$ cat config.mk
export PLATFORM = sky130hd
export DESIGN_NAME = dram_arbiter_flat
export DESIGN_NICKNAME = d
export VERILOG_FILES = /design/src/rtl/dram_arb_pkg.sv /design/src/rtl/dram_arbiter_if.sv /design/src/rtl/ahb_port_ctrl.sv /design/src/rtl/dram_arbiter.sv /design/src/flat_wrapper.sv
export SDC_FILE = /design/constraint.sdc
export NUM_CORES = 1
export LEC_CHECK = 0
export ABC_AREA = 1
export BUFFER_PORTS_ARGS = -buffer_cell sky130_fd_sc_hd__clkbuf_2
export CORE_AREA = 2 2 114 116
export CTS_BUF_LIST = sky130_fd_sc_hd__clkbuf_16
export DETAILED_ROUTE_END_ITERATION = 12
export DIE_AREA = 0 0 116 118
export PLACE_DENSITY = 0.7
export SETUP_SLACK_MARGIN = 0.15
export SYNTH_ARGS = -nofsm -noshare
export SYNTH_HDL_FRONTEND = slang
export SYNTH_SLANG_ARGS = --single-unit
$ cat constraint.sdc
create_clock -name clk -period 1.6 [get_ports clk]
set_input_delay 0.08 -clock clk [delete_from_list [all_inputs] [get_ports clk]]
set_output_delay 0.08 -clock clk [all_outputs]
set_load 0.05 [all_outputs]
$ cat src/rtl/dram_arb_pkg.sv
// Shared constants for the SPI/dmem data-RAM arbiter: port states, AHB-lite encodings, master ids.
package dram_arb_pkg;

    localparam logic [2:0] P_IDLE  = 3'd0;
    localparam logic [2:0] P_WAIT  = 3'd1;
    localparam logic [2:0] P_RDATA = 3'd2;
    localparam logic [2:0] P_ERR1  = 3'd3;
    localparam logic [2:0] P_ERR2  = 3'd4;

    localparam logic [1:0] HTRANS_IDLE   = 2'b00;
    localparam logic [1:0] HTRANS_NONSEQ = 2'b10;
    localparam logic [1:0] HTRANS_SEQ    = 2'b11;

    localparam logic [2:0] HSIZE_WORD = 3'b010;

    localparam logic HRESP_OKAY  = 1'b0;
    localparam logic HRESP_ERROR = 1'b1;

    typedef enum logic {
        MST_SPI  = 1'b0,
        MST_DMEM = 1'b1
    } mst_id_e;

endpackage

$ cat src/rtl/dram_arbiter_if.sv
// One AHB-lite master port (address phase, data phase and response) as seen by the RAM arbiter.
interface dram_arbiter_if;
    logic [31:0] haddr;
    logic [1:0]  htrans;
    logic        hwrite;
    logic [2:0]  hsize;
    logic [31:0] hwdata;
    logic        hready;
    logic        hresp;
    logic [31:0] hrdata;

    modport master (
        output haddr, htrans, hwrite, hsize, hwdata,
        input  hready, hresp, hrdata
    );

    modport slave (
        input  haddr, htrans, hwrite, hsize, hwdata,
        output hready, hresp, hrdata
    );
endinterface

$ cat src/rtl/ahb_port_ctrl.sv
// Per-master AHB-lite slave: captures the address phase, checks it, and sequences the
// wait/read-data/two-cycle-error data phase around the RAM grant from the top level.
module ahb_port_ctrl
    import dram_arb_pkg::*;
#(
    parameter int          RAM_AW    = 14,
    parameter logic [31:0] BASE_ADDR = 32'h0000_0000
) (
    input  logic              clk,
    input  logic              reset,
    dram_arbiter_if.slave     bus,
    input  logic              i_grant,
    input  logic [31:0]       i_ram_rdata,
    output logic              o_req,
    output logic              o_write,
    output logic [RAM_AW-1:0] o_addr
);
    localparam logic [31:0] SPAN_MASK = (32'd1 << (RAM_AW + 2)) - 32'd1;

    logic [2:0]        r_state;
    logic [2:0]        w_state_next;
    logic [2:0]        w_after;
    logic              r_write;
    logic [RAM_AW-1:0] r_addr;
    logic              w_hready;
    logic              w_accept;
    logic              w_err;
    logic              w_unused_htrans0;

    assign w_unused_htrans0 = bus.htrans[0];

    assign w_accept = w_hready & bus.htrans[1];
    assign w_err    = (bus.hsize != HSIZE_WORD) |
                      (bus.haddr[1:0] != 2'b00) |
                      ((bus.haddr & ~SPAN_MASK) != BASE_ADDR);
    // State to enter at any edge that ends the current data phase.
    assign w_after  = !w_accept ? P_IDLE : (w_err ? P_ERR1 : P_WAIT);

    // A granted write completes in its first data cycle; everything else waits in P_WAIT.
    assign w_hready = (r_state == P_WAIT) ? (i_grant & r_write) : (r_state != P_ERR1);

    always_comb begin
        w_state_next = r_state;
        case (r_state)
            P_IDLE:  w_state_next = w_after;
            P_WAIT:  if (i_grant) w_state_next = r_write ? w_after : P_RDATA;
            P_RDATA: w_state_next = w_after;
            P_ERR1:  w_state_next = P_ERR2;
            P_ERR2:  w_state_next = w_after;
            default: w_state_next = P_IDLE;
        endcase
    end

    always_ff @(posedge clk or negedge reset) begin
        if (!reset) begin
            r_state <= P_IDLE;
            r_write <= 1'b0;
            r_addr  <= '0;
        end else begin
            r_state <= w_state_next;
            if (w_accept) begin
                r_write <= bus.hwrite;
                r_addr  <= bus.haddr[RAM_AW+1:2];
            end
        end
    end

    assign bus.hready = w_hready;
    assign bus.hresp  = ((r_state == P_ERR1) || (r_state == P_ERR2)) ? HRESP_ERROR : HRESP_OKAY;
    assign bus.hrdata = (r_state == P_RDATA) ? i_ram_rdata : 32'd0;

    assign o_req   = (r_state == P_WAIT);
    assign o_write = r_write;
    assign o_addr  = r_addr;

endmodule

$ cat src/rtl/dram_arbiter.sv
// Shares one single-port data RAM between the SPI loader and the core dmem AHB-lite ports.
// DRAM_ARB_FIXED_PRIO_EN: SPI always wins ties; otherwise ties alternate (round-robin).
module dram_arbiter
    import dram_arb_pkg::*;
#(
    parameter int          RAM_AW    = 14,
    parameter logic [31:0] BASE_ADDR = 32'h0000_0000
) (
    input  logic              clk,
    input  logic              reset,
    dram_arbiter_if.slave     spi,
    dram_arbiter_if.slave     dmem,
    output logic              ram_cs,
    output logic              ram_rwn,
    output logic [RAM_AW-1:0] ram_addr,
    output logic [31:0]       ram_wdata,
    input  logic [31:0]       ram_rdata
);
    logic              w_req_spi, w_req_dmem;
    logic              w_gnt_spi, w_gnt_dmem;
    logic              w_wr_spi, w_wr_dmem;
    logic [RAM_AW-1:0] w_addr_spi, w_addr_dmem;
    logic              w_gnt_write;
    logic [RAM_AW-1:0] w_addr_sel;
    logic [31:0]       w_wdata_sel;
    logic [RAM_AW-1:0] r_addr_hold;
    logic              r_rwn_hold;
    logic [31:0]       r_wdata_hold;

    ahb_port_ctrl #(.RAM_AW(RAM_AW), .BASE_ADDR(BASE_ADDR)) u_spi (
        .clk(clk), .reset(reset), .bus(spi),
        .i_grant(w_gnt_spi), .i_ram_rdata(ram_rdata),
        .o_req(w_req_spi), .o_write(w_wr_spi), .o_addr(w_addr_spi)
    );

    ahb_port_ctrl #(.RAM_AW(RAM_AW), .BASE_ADDR(BASE_ADDR)) u_dmem (
        .clk(clk), .reset(reset), .bus(dmem),
        .i_grant(w_gnt_dmem), .i_ram_rdata(ram_rdata),
        .o_req(w_req_dmem), .o_write(w_wr_dmem), .o_addr(w_addr_dmem)
    );

`ifdef DRAM_ARB_FIXED_PRIO_EN
    assign w_gnt_spi = w_req_spi;
`else
    mst_id_e r_last_grant;

    assign w_gnt_spi = w_req_spi & (!w_req_dmem || (r_last_grant == MST_DMEM));

    always_ff @(posedge clk or negedge reset) begin
        if (!reset)          r_last_grant <= MST_DMEM;
        else if (w_gnt_spi)  r_last_grant <= MST_SPI;
        else if (w_gnt_dmem) r_last_grant <= MST_DMEM;
    end
`endif
    assign w_gnt_dmem = w_req_dmem & !w_gnt_spi;

    assign w_gnt_write = (w_gnt_spi & w_wr_spi) | (w_gnt_dmem & w_wr_dmem);
    assign w_addr_sel  = w_gnt_spi ? w_addr_spi : w_addr_dmem;
    assign w_wdata_sel = w_gnt_spi ? spi.hwdata : dmem.hwdata;

    // With no grant the RAM bus parks on the last driven address/direction/data.
    assign ram_cs    = w_gnt_spi | w_gnt_dmem;
    assign ram_rwn   = ram_cs ? !w_gnt_write : r_rwn_hold;
    assign ram_addr  = ram_cs ? w_addr_sel : r_addr_hold;
    assign ram_wdata = w_gnt_write ? w_wdata_sel : r_wdata_hold;

    always_ff @(posedge clk or negedge reset) begin
        if (!reset) begin
            r_addr_hold  <= '0;
            r_rwn_hold   <= 1'b1;
            r_wdata_hold <= 32'd0;
        end else begin
            if (ram_cs) begin
                r_addr_hold <= w_addr_sel;
                r_rwn_hold  <= !w_gnt_write;
            end
            if (w_gnt_write) r_wdata_hold <= w_wdata_sel;
        end
    end

endmodule

$ cat src/flat_wrapper.sv
// flat-port wrapper written by rule: the top's interface ports become plain ports
module dram_arbiter_flat import dram_arb_pkg::*;
#(
    parameter int          RAM_AW    = 14,
    parameter logic [31:0] BASE_ADDR = 32'h0000_0000
)
  (clk, reset, ram_cs, ram_rwn, ram_addr, ram_wdata, ram_rdata, spi_haddr, spi_htrans, spi_hwrite, spi_hsize, spi_hwdata, spi_hready, spi_hresp, spi_hrdata, dmem_haddr, dmem_htrans, dmem_hwrite, dmem_hsize, dmem_hwdata, dmem_hready, dmem_hresp, dmem_hrdata);
  dram_arbiter_if spi_i ();
  dram_arbiter_if dmem_i ();
  input  logic clk;
  input  logic reset;
  output logic ram_cs;
  output logic ram_rwn;
  output logic [RAM_AW-1:0] ram_addr;
  output logic [31:0] ram_wdata;
  input  logic [31:0] ram_rdata;
  input wire logic [$bits(spi_i.haddr)-1:0] spi_haddr;
  input wire logic [$bits(spi_i.htrans)-1:0] spi_htrans;
  input wire logic [$bits(spi_i.hwrite)-1:0] spi_hwrite;
  input wire logic [$bits(spi_i.hsize)-1:0] spi_hsize;
  input wire logic [$bits(spi_i.hwdata)-1:0] spi_hwdata;
  output wire logic [$bits(spi_i.hready)-1:0] spi_hready;
  output wire logic [$bits(spi_i.hresp)-1:0] spi_hresp;
  output wire logic [$bits(spi_i.hrdata)-1:0] spi_hrdata;
  input wire logic [$bits(dmem_i.haddr)-1:0] dmem_haddr;
  input wire logic [$bits(dmem_i.htrans)-1:0] dmem_htrans;
  input wire logic [$bits(dmem_i.hwrite)-1:0] dmem_hwrite;
  input wire logic [$bits(dmem_i.hsize)-1:0] dmem_hsize;
  input wire logic [$bits(dmem_i.hwdata)-1:0] dmem_hwdata;
  output wire logic [$bits(dmem_i.hready)-1:0] dmem_hready;
  output wire logic [$bits(dmem_i.hresp)-1:0] dmem_hresp;
  output wire logic [$bits(dmem_i.hrdata)-1:0] dmem_hrdata;
  assign spi_i.haddr = spi_haddr;
  assign spi_i.htrans = spi_htrans;
  assign spi_i.hwrite = spi_hwrite;
  assign spi_i.hsize = spi_hsize;
  assign spi_i.hwdata = spi_hwdata;
  assign spi_hready = spi_i.hready;
  assign spi_hresp = spi_i.hresp;
  assign spi_hrdata = spi_i.hrdata;
  assign dmem_i.haddr = dmem_haddr;
  assign dmem_i.htrans = dmem_htrans;
  assign dmem_i.hwrite = dmem_hwrite;
  assign dmem_i.hsize = dmem_hsize;
  assign dmem_i.hwdata = dmem_hwdata;
  assign dmem_hready = dmem_i.hready;
  assign dmem_hresp = dmem_i.hresp;
  assign dmem_hrdata = dmem_i.hrdata;
  dram_arbiter #(.RAM_AW(RAM_AW), .BASE_ADDR(BASE_ADDR)) u_core (.clk(clk), .reset(reset), .spi(spi_i), .dmem(dmem_i), .ram_cs(ram_cs), .ram_rwn(ram_rwn), .ram_addr(ram_addr), .ram_wdata(ram_wdata), .ram_rdata(ram_rdata));
endmodule
=== Yosys cells after proc, flatten, opt, wreduce, memory -nomap -nowiden ===
Index checks and enable logic that the tools add are counted.

* Input port bits: 174
* Register bits after elaboration: 84

* Bitwise operators: 12
* Equal/unequal tests: 14
* Reductions and logical operators: 15
* Muxes and demuxes: 23

{| class="wikitable"
|+ Operators by type and width
! cell !! number
|-
| $mux W32 || 4
|-
| $reduce_bool A32 Y1 || 2
|-
| $mux W14 || 2
|-
| $pmux W3 S3 || 2
|-
| $eq A3 B2 Y1 const B || 4
|-
| $mux W2 || 6
|-
| $ne A3 B2 Y1 const B || 4
|-
| $mux W1 || 7
|-
| $and A1 B1 Y1 || 6
|-
| $eq A3 B1 Y1 const B || 2
|-
| $eq A3 B3 Y1 const B || 2
|-
| $logic_not A3 Y1 || 2
|-
| $mux W3 || 2
|-
| $or A1 B1 Y1 || 6
|-
| $reduce_bool A2 Y1 || 3
|-
| $reduce_or A3 Y1 || 2
|-
| $ne A2 B2 Y1 const B || 2
|-
| $logic_not A1 Y1 || 3
|-
| $logic_or A1 B1 Y1 || 3
|}

=== Depth between registers and ports, before layout ===
Gate-level depths: netlist (run 1).

* Depth in word-level cells: 13
* Gate-level depth with buffers: 10
* Gate-level depth less buffers: 9

=== Hierarchy ===
Synthesis (run 1) repeated with hierarchy kept, for this count alone.

* Cells, all modules: 692
* Area, all modules: 4,698.3 µm²

{| class="wikitable"
|+ By module, submodules not included
! module !! times used !! cells each !! sequential area each (µm²) !! area each (µm²)
|-
| dram_arbiter || 1 || 333 || 1,203.7 || 2,469.9
|-
| ahb_port_ctrl (u_core.u_spi) || 1 || 180 || 450.4 || 1,129.8
|-
| ahb_port_ctrl (u_core.u_dmem) || 1 || 179 || 450.4 || 1,098.6
|}

=== Least setup slack after synthesis (run 1) ===
Ideal clock, no wire load.

* Path kind: register to register
* Start: register u_core.u_spi.r_state[2]
* End: register u_core.r_addr_hold[10]
* Stages on the path, launching flop included: 10
* Arrival: 2.002 ns
* Path slack: -0.728 ns
* Clock period less this slack: 2.328 ns
* Path through: dfrtp_1 inv_1 nand2_1 nor2_4 inv_1 nand2_1 inv_1 clkbuf_1 nand2_1 nand3_1

* Word-level cells in the longest chain between the ends: 6
* Elaborated cells between the ends (all ways): 7

{| class="wikitable"
|+ RTL lines
! element !! RTL line !! source
|-
| start, declared || ahb_port_ctrl.sv:20 || <nowiki>logic [2:0] r_state;</nowiki>
|-
| start signal, assigned || ahb_port_ctrl.sv:60 || <nowiki>r_state <= w_state_next;</nowiki>
|-
| $eq A3 B1 Y1 (*) || ahb_port_ctrl.sv:72 || <nowiki>assign o_req = (r_state == P_WAIT);</nowiki>
|-
| $and A1 B1 Y1 (*) || dram_arbiter.sv:47 || <nowiki>assign w_gnt_spi = w_req_spi & (!w_req_dmem || (r_last_grant == MST_DMEM));</nowiki>
|-
| $logic_not A1 Y1 || dram_arbiter.sv:55 || <nowiki>assign w_gnt_dmem = w_req_dmem & !w_gnt_spi;</nowiki>
|-
| $and A1 B1 Y1 || dram_arbiter.sv:55 ||
|-
| $or A1 B1 Y1 (*) || dram_arbiter.sv:62 || <nowiki>assign ram_cs = w_gnt_spi | w_gnt_dmem;</nowiki>
|-
| net ram_cs || flat_wrapper.sv:12 || <nowiki>output logic ram_cs;</nowiki>
|-
| $mux W14 (*) || n/a ||
|-
| net ram_addr[10] || flat_wrapper.sv:14 || <nowiki>output logic [RAM_AW-1:0] ram_addr;</nowiki>
|-
| end signal, assigned || dram_arbiter.sv:74 || <nowiki>r_addr_hold <= w_addr_sel;</nowiki>
|-
| end, declared || dram_arbiter.sv:26 || <nowiki>logic [RAM_AW-1:0] r_addr_hold;</nowiki>
|}

The timed path passes the listed nets; every way through them passes the cells marked *.
A chain may end at the register's enable or synchronous reset.

=== Worst setup path in the final report (run 1) ===
* Start: register u_core.u_spi.r_state[2]
* End: output port ram_wdata[19]

* Word-level cells in the longest chain between the ends: 7
* Elaborated cells between the ends (all ways): 9

{| class="wikitable"
|+ RTL lines
! element !! RTL line !! source
|-
| $eq A3 B1 Y1 (*) || ahb_port_ctrl.sv:72 ||
|-
| $and A1 B1 Y1 (*) || dram_arbiter.sv:47 ||
|-
| $logic_not A1 Y1 || dram_arbiter.sv:55 ||
|-
| $and A1 B1 Y1 || dram_arbiter.sv:55 ||
|-
| $and A1 B1 Y1 || dram_arbiter.sv:57 || <nowiki>assign w_gnt_write = (w_gnt_spi & w_wr_spi) | (w_gnt_dmem & w_wr_dmem);</nowiki>
|-
| $or A1 B1 Y1 || dram_arbiter.sv:57 ||
|-
| $mux W32 (*) || n/a ||
|-
| end, declared || flat_wrapper.sv:15 || <nowiki>output logic [31:0] ram_wdata;</nowiki>
|}

Every way passes the cells marked *; elsewhere a longest branch is shown, timed or not.

==> results of run 1 <==
## worst register-to-register path, cell delays in order (launching register included)
cell and delay, ps:
dfrtp_1 400, inv_2 90, nand2_4 60, nor2_4 250, nand2_8 120, buf_12 170, clkbuf_16 180, nand2_4 100
nand3_2 150, o21a_4 180, buf_6 110, buf_6 100
## power groups by stage
stage	registers (µW)	logic, µW	clock network, µW
final	3930	23400	1900
after floorplan	3570	10500	0
after CTS	3740	19700	1910
after detailed placement	3680	14400	0
after global placement	3640	14300	0
after global routing	3990	24200	2010
## path summary, 6_finish.rpt
check | depth (start not counted) | to | start | slack, ps
setup / recovery | 10 | ram_wdata[19] | u_core.u_spi.r_state[2] | -660
max in group asynchronous | 3 | u_core.u_spi.o_addr[9] | reset | 830
min in group asynchronous | 2 | u_core.r_wdata_hold[13] | reset | 240
hold reg to reg | 2 | u_core.u_spi.o_addr[0] | u_core.u_spi.o_addr[0] | 480
setup reg to reg | 11 | u_core.r_wdata_hold[19] | u_core.u_spi.r_state[2] | -410
hold / removal | 4 | u_core.r_wdata_hold[30] | spi_hwdata[30] | 90
## Yosys cell counts
library cell  instances  share of area (%)
or2_2                 1               0.14
a21oi_1               4               0.46
o21ai_0               7               0.80
nand2_4               3               0.77
inv_1                48                4.1
nor2_8                1               0.46
nand3b_1              1               0.17
buf_2                 9                1.0
nor2_2                1               0.14
nor2_1               92                7.9
nand3_4               1               0.40
o22ai_1               1               0.14
dfrtp_1              82                 47
nand2_2               5               0.71
o21a_1               32                5.5
o211ai_1              1               0.17
buf_6                 6                1.5
nand2_1             196                 17
nand3_1              69                7.9
buf_4                 5               0.86
dfstp_2               2                1.2
a21boi_4              1               0.43
clkbuf_1              9               0.77
nor2_4                2               0.51
inv_2                 2               0.17
o21ai_1               1               0.11
## routing by layer
metal	GRT usage [%]	up-vias
met5	0	-
met4	11.4	0
met3	7.05	90
met2	50.7	299
met1	30.5	2864
li1	-	2607
## metrics by stage
| stage | hold WS [ps] | util [%] | cells | setup slack, ps |
|---|---|---|---|---|
| 6_report | 92.5 | 85.1 | 1146 | -664 |
| 5_1_grt | 102 | 85.1 | 1146 | -736 |
| 3_5_place_dp | 20.8 | 56.3 | 1048 | -154 |
| 2_1_floorplan | -216 | - | 582 | -79.1 |
| 4_1_cts | 85.6 | 75.4 | 1121 | -451 |
| 3_3_place_gp | 19.9 | 56.3 | 1048 | -112 |
## state kept, by name (all words and copies together), names as in the netlist
signal and flops:
u_core.r_last_grant 1, u_core.u_dmem.o_write 1, u_core.u_dmem.r_state 3, u_core.r_addr_hold 14
u_core.u_dmem.o_addr 14, u_core.u_spi.o_write 1, u_core.u_spi.r_state 3, u_core.r_rwn_hold 1
u_core.u_spi.o_addr 14, u_core.r_wdata_hold 32
## kinds of logic after synthesis
group,Yosys count,share of synthesized area (%)
buf+inv,79,8.48
compound gates,47,7.60
flops,84,48.0
simple gates,372,35.9
## what timing repair did
item / in CTS / in global routing
buffers inserted: 16 / 18
hold buffers: 31 / 0
setup endpoints to repair: 192 / 197
cloned: 10 / 7
endpoints found under the hold margin: 78 / 0
pin swaps: 15 / 17
gates resized for setup: 320 / 275
## cells in the final DEF, fill, tap and decap left out, types with 2 or more instances in the layout
cell,n
clkinv_2,2
dfstp_2,2
dfrtp_1,81
nand2_1,111
inv_8,2
o21a_2,16
buf_6,20
inv_1,43
nand3_1,27
o21ai_0,4
o21a_4,16
nand3_2,25
clkinvlp_4,2
buf_4,35
nand3_4,18
nand2_8,9
inv_2,5
nor2_4,69
clkbuf_16,31
o21ai_1,2
nand2_2,48
buf_8,84
buf_16,9
a21oi_1,3
dlygate4sd3_1,31
buf_12,31
nand2_4,38
clkbuf_2,170
nor2_1,25
## layout make-up
| type | count | area [µm²] |
|---|---|---|
| tap | 172 | 215 |
| sequential | 84 | 2110 |
| timing repair buffer | 402 | 4330 |
| clock inverter | 7 | 36.3 |
| timing repair inverter | 1 | 11.3 |
| inverter | 50 | 215 |
| clock buffer | 9 | 225 |
| fill | 620 | 1850 |
| multi-input combinational | 421 | 3430 |
==> summary.txt, run 1 <==
Final Cycle Share = 142%
Syn avg cell area = 7.53 µm²
Routed WL = 23,600 µm
Area Overhead vs Synth = 141%
Crit path DAT = 2180 ps
Starting Density = 35.3%
Worst path slowest cell = dfrtp_1
Critical path peak fanout = 8
Setup tns final = -45,680 ps
PD cells = 2770 nW/µm²
Power share of the combinational group = 80.1%
DR pass1 iterations = 5
Critical Path Start Type = flop
Slew margin rel. = 62.8%
Worst Hold Class = input port to flop
Fin. max-slew vios = 0
Violations in the final reports = setup timing
Worst Max-Slew Pin Slew = 557 ps
Clock Skew = 5.50 ps
Design area = 10,600 µm²
Period minus WS final = 2260 ps
Residual DRC count = 0
Critical path buffers and inverters = 4
Synthesized area = 4380 µm²
CTS max path bufs = 2
CTS H-tree depth = 3
Largest net degree at the start of global routing = 39
Setup ws final = -664 ps
Crit path capture type = output port
HPWL after DPL = 10,900 µm
Initial antenna violation count = 0
Met3 routed wirelength = 1660 µm
Die height = 118 µm
Die area = 13,700 µm²
Cell Area, Placed = 6990 µm²
Clk sinks = 84
Die width = 116 µm
Net Switching = 14,700 µW
Clock Pin Slew Worst Setup and Hold Paths = 60 ps
WS Path Type = flop to output port
Internal power = 14,600 µW
CTS Root Buffer Type = clkbuf_16
CP peak stage delay = 400 ps
Clk Latency, worst-skew pair = 350 ps
CP most frequent cell = nand2_4
DR iter-0 viols = 406
GP Congestion = 0.826
Pwr Total = 29,200 µW
Worst-path cell chain = inv_2, nand2_4, nor2_4, nand2_8, buf_12, clkbuf_16, nand2_4, nand3_2, o21a_4, buf_8
Sequential area share after synthesis = 48.0%
VDD IR-drop max = 1.79 mV
Mean routed wirelength per cell = 20.6 µm
Status = complete, but fails checks
Leak pwr = 0.00510 µW
Ys Warns = 0
M1 wire length = 8210 µm
CTS Buf Count = 9
CP delay by family, top = simple AND/OR/NAND/NOR gates
Nets@finish = 1,143
Total of max-cap violations = 0
Synth cell types = 26
Final hold vios = 0
Layout cells sized above 1 = 66.0%
Routed via count = 5,860
Max frequency = 0.442 GHz
Sw Ratio = 50.1%
Net Count, Synth = 756
Routed Antenna Nets = 0
Grt total ovfl = 0
Ports = 290
Row count = 41
Req. time, crit path = 1520 ps
DR vias/cell = 5.11
TritonCTS clock tree = yes
Final setup vio count = 197
Met2 wire length = 12,700 µm
RSZ-0062 raised after global routing = yes
Port buffer count = 287
Post-synthesis cell count = 582
Flop pwr share = 13.5%
All-Layer GR Usage = 28.0%
First-pass GRT wire length = 29,800 µm
Clock share of power = 6.5%
Total core area = 12,400 µm²
Vias in the first global route = 5,923
ANT cells = 0
Seq cells post-synth = 84
Max layer used = met4
(Power assumes the default switching activity.)
==> inputs of run 2 (changes only) <==
--- a/config.mk
+++ b/config.mk
@@ -12,6 +12,7 @@
 export DETAILED_ROUTE_END_ITERATION = 12
 export DIE_AREA = 0 0 116 118
 export PLACE_DENSITY = 0.7
+export RECOVER_POWER = 50
 export SETUP_SLACK_MARGIN = 0.15
 export SYNTH_ARGS = -nofsm -noshare
 export SYNTH_HDL_FRONTEND = slang
==> summary.txt, run 2 (same netlist as run 1, synthesis figures left out) <==
Slew margin rel. = 54.3% (was 62.8%)
VDD IR-drop max = 1.79 mV (about the same)
Violations in the final reports = setup timing (unchanged)
Setup ws final = -657 ps (was -664 ps)
Row count = 41 (unchanged)
Residual DRC count = 0 (unchanged)
Most common cell after layout, fill and taps aside = clkbuf_2 (unchanged)
Max frequency = 0.443 GHz (was 0.442 GHz)
Hold depth = 4 (unchanged)
Routed WL = 23,600 µm (about the same)
DR vias/cell = 5.11 (about the same)
First-pass GRT wire length = 29,800 µm (unchanged)
Initial antenna violation count = 0 (unchanged)
CTS Buf Count = 9 (unchanged)
Ports = 290 (unchanged)
Final Cycle Share = 141% (was 142%)
HPWL after DPL = 10,900 µm (unchanged)
RSZ-0062 raised after global routing = yes (unchanged)
Most frequent cells in the layout = clkbuf_2, nand2_1, buf_8 (unchanged)
Starting Density = 35.3% (unchanged)
Worst setup slack after placement = -154 ps (unchanged)
Clk Latency, worst-skew pair = 350 ps (about the same)
Status = complete, but fails checks (unchanged)
Fin. max-slew vios = 0 (unchanged)
Placed Cells = 1,048 (unchanged)
All-Layer GR Usage = 28.0% (unchanged)
DR iter-0 viols = 428 (was 406)
WS Path Type = flop to output port (unchanged)
DR pass1 iterations = 5 (unchanged)
CTS H-tree depth = 3 (unchanged)
Leak pwr = 0.00509 µW (was 0.00510 µW)
TritonCTS clock tree = yes (unchanged)
Req. time, crit path = 1520 ps (about the same)
Die area = 13,700 µm² (unchanged)
Die height = 118 µm (unchanged)
Clock Pin Slew Worst Setup and Hold Paths = 60 ps (about the same)
Total of max-cap violations = 0 (unchanged)
Worst Max-Slew Pin Slew = 686 ps (was 557 ps)
CTS max path bufs = 2 (unchanged)
PD cells = 2770 nW/µm² (about the same)
Final setup vio count = 197 (unchanged)
Largest Register = u_core.r_wdata_hold (unchanged)
Critical path peak fanout = 8 (unchanged)
Period minus WS final = 2260 ps (about the same)
Critical Path Start Type = flop (unchanged)
Largest net degree at the start of global routing = 39 (unchanged)
Max reg flops = 32 (unchanged)
Grt total ovfl = 0 (unchanged)
R2r worst-path depth = 11 (unchanged)
GP Congestion = 0.826 (unchanged)
Layout cells sized above 1 = 65.9% (was 66.0%)
Hold Worst Slack = 93.9 ps (was 92.5 ps)
Crit path capture type = output port (unchanged)
Clock Skew = 5.63 ps (was 5.50 ps)
Count of non-filler cells in the finished layout = 1,146 (unchanged)
Die width = 116 µm (unchanged)
Post-Route Utilization = 85.0% (was 85.1%)
Nets@finish = 1,143 (unchanged)
Vias in the first global route = 5,923 (unchanged)
Final hold vios = 0 (unchanged)
Routed Antenna Nets = 0 (unchanged)
Clk sinks = 84 (unchanged)
Crit path DAT = 2180 ps (about the same)
CTS Root Buffer Type = clkbuf_16 (unchanged)
Mean routed wirelength per cell = 20.6 µm (about the same)
Worst Hold Class = input port to flop (unchanged)
Port buffer count = 287 (unchanged)
Total core area = 12,400 µm² (unchanged)
Area Overhead vs Synth = 141% (about the same)
Routed via count = 5,851 (was 5,860)
ANT cells = 0 (unchanged)
Pwr Total = 29,200 µW (about the same)
==> run 2: final timing paths <==
| path | to | start | slack, ps |
|---|---|---|---|
| min in group asynchronous | u_core.r_wdata_hold[13] | reset | 360 |
| max in group asynchronous | u_core.u_spi.o_addr[9] | reset | 200 |
| worst max register to register | u_core.r_wdata_hold[19] | u_core.u_spi.r_state[2] | -400 |
| worst min register to register | u_core.u_spi.o_addr[0] | u_core.u_spi.o_addr[0] | 480 |
| worst min-delay path | u_core.r_wdata_hold[30] | spi_hwdata[30] | 90 |
| worst max-delay path | ram_wdata[19] | u_core.u_spi.r_state[2] | -660 |
==> run 2: worst max-delay path, cell delays in order, from the launching register on <==
cell and delay (ps):
dfrtp_1 400, inv_2 90, nand2_4 60, nor2_4 250, nand2_8 120, buf_12 170, clkbuf_16 170, nand2_4 100
nand3_2 150, o21a_4 170, buf_8 150
==> run 2: layout make-up <==
cell class              count  area (µm²)
flip-flops and latches     84        2110
repair inverters            1        11.3
multi-input cells         421        3430
fillers                   625        1870
inverters                  50         215
repair buffers            402        4310
clock buffers               9         225
well taps                 172         215
clock inverters             7        36.3
==> run 2: where the power goes <==
| part | total [µW] | internal [µW] | switching, µW |
|---|---|---|---|
| clock network | 1900 | 1030 | 867 |
| logic | 23400 | 10400 | 13000 |
| registers | 3930 | 3170 | 764 |
==> run 2: per-layer routing <==
layer / GRT usage (%) / part of all wire, % / vias to the layer above
met5: 0 / 0 / -
met2: 50.7 / 54 / 309
li1: - / - / 2601
met4: 11.4 / 4.4 / 0
met3: 7.05 / 7.3 / 85
met1: 30.5 / 35 / 2856
==> run 2: repair_timing <==
item,CTS,global route
setup endpoints to repair,192,197
setup buffers,16,18
cloned,10,7
hold buffers,31,0
pin swaps,15,17
endpoints found under the hold margin,78,0
gates resized for setup,320,275
==> run 2: per-stage QoR <==
step | setup TNS [ps] | cell area, µm²
floorplan | -4410 | 4900
global placement | -3910 | 6990
detailed placement | -5630 | 6990
CTS | -29830 | 9370
global route | -56990 | 10500
finish | -45050 | 10500
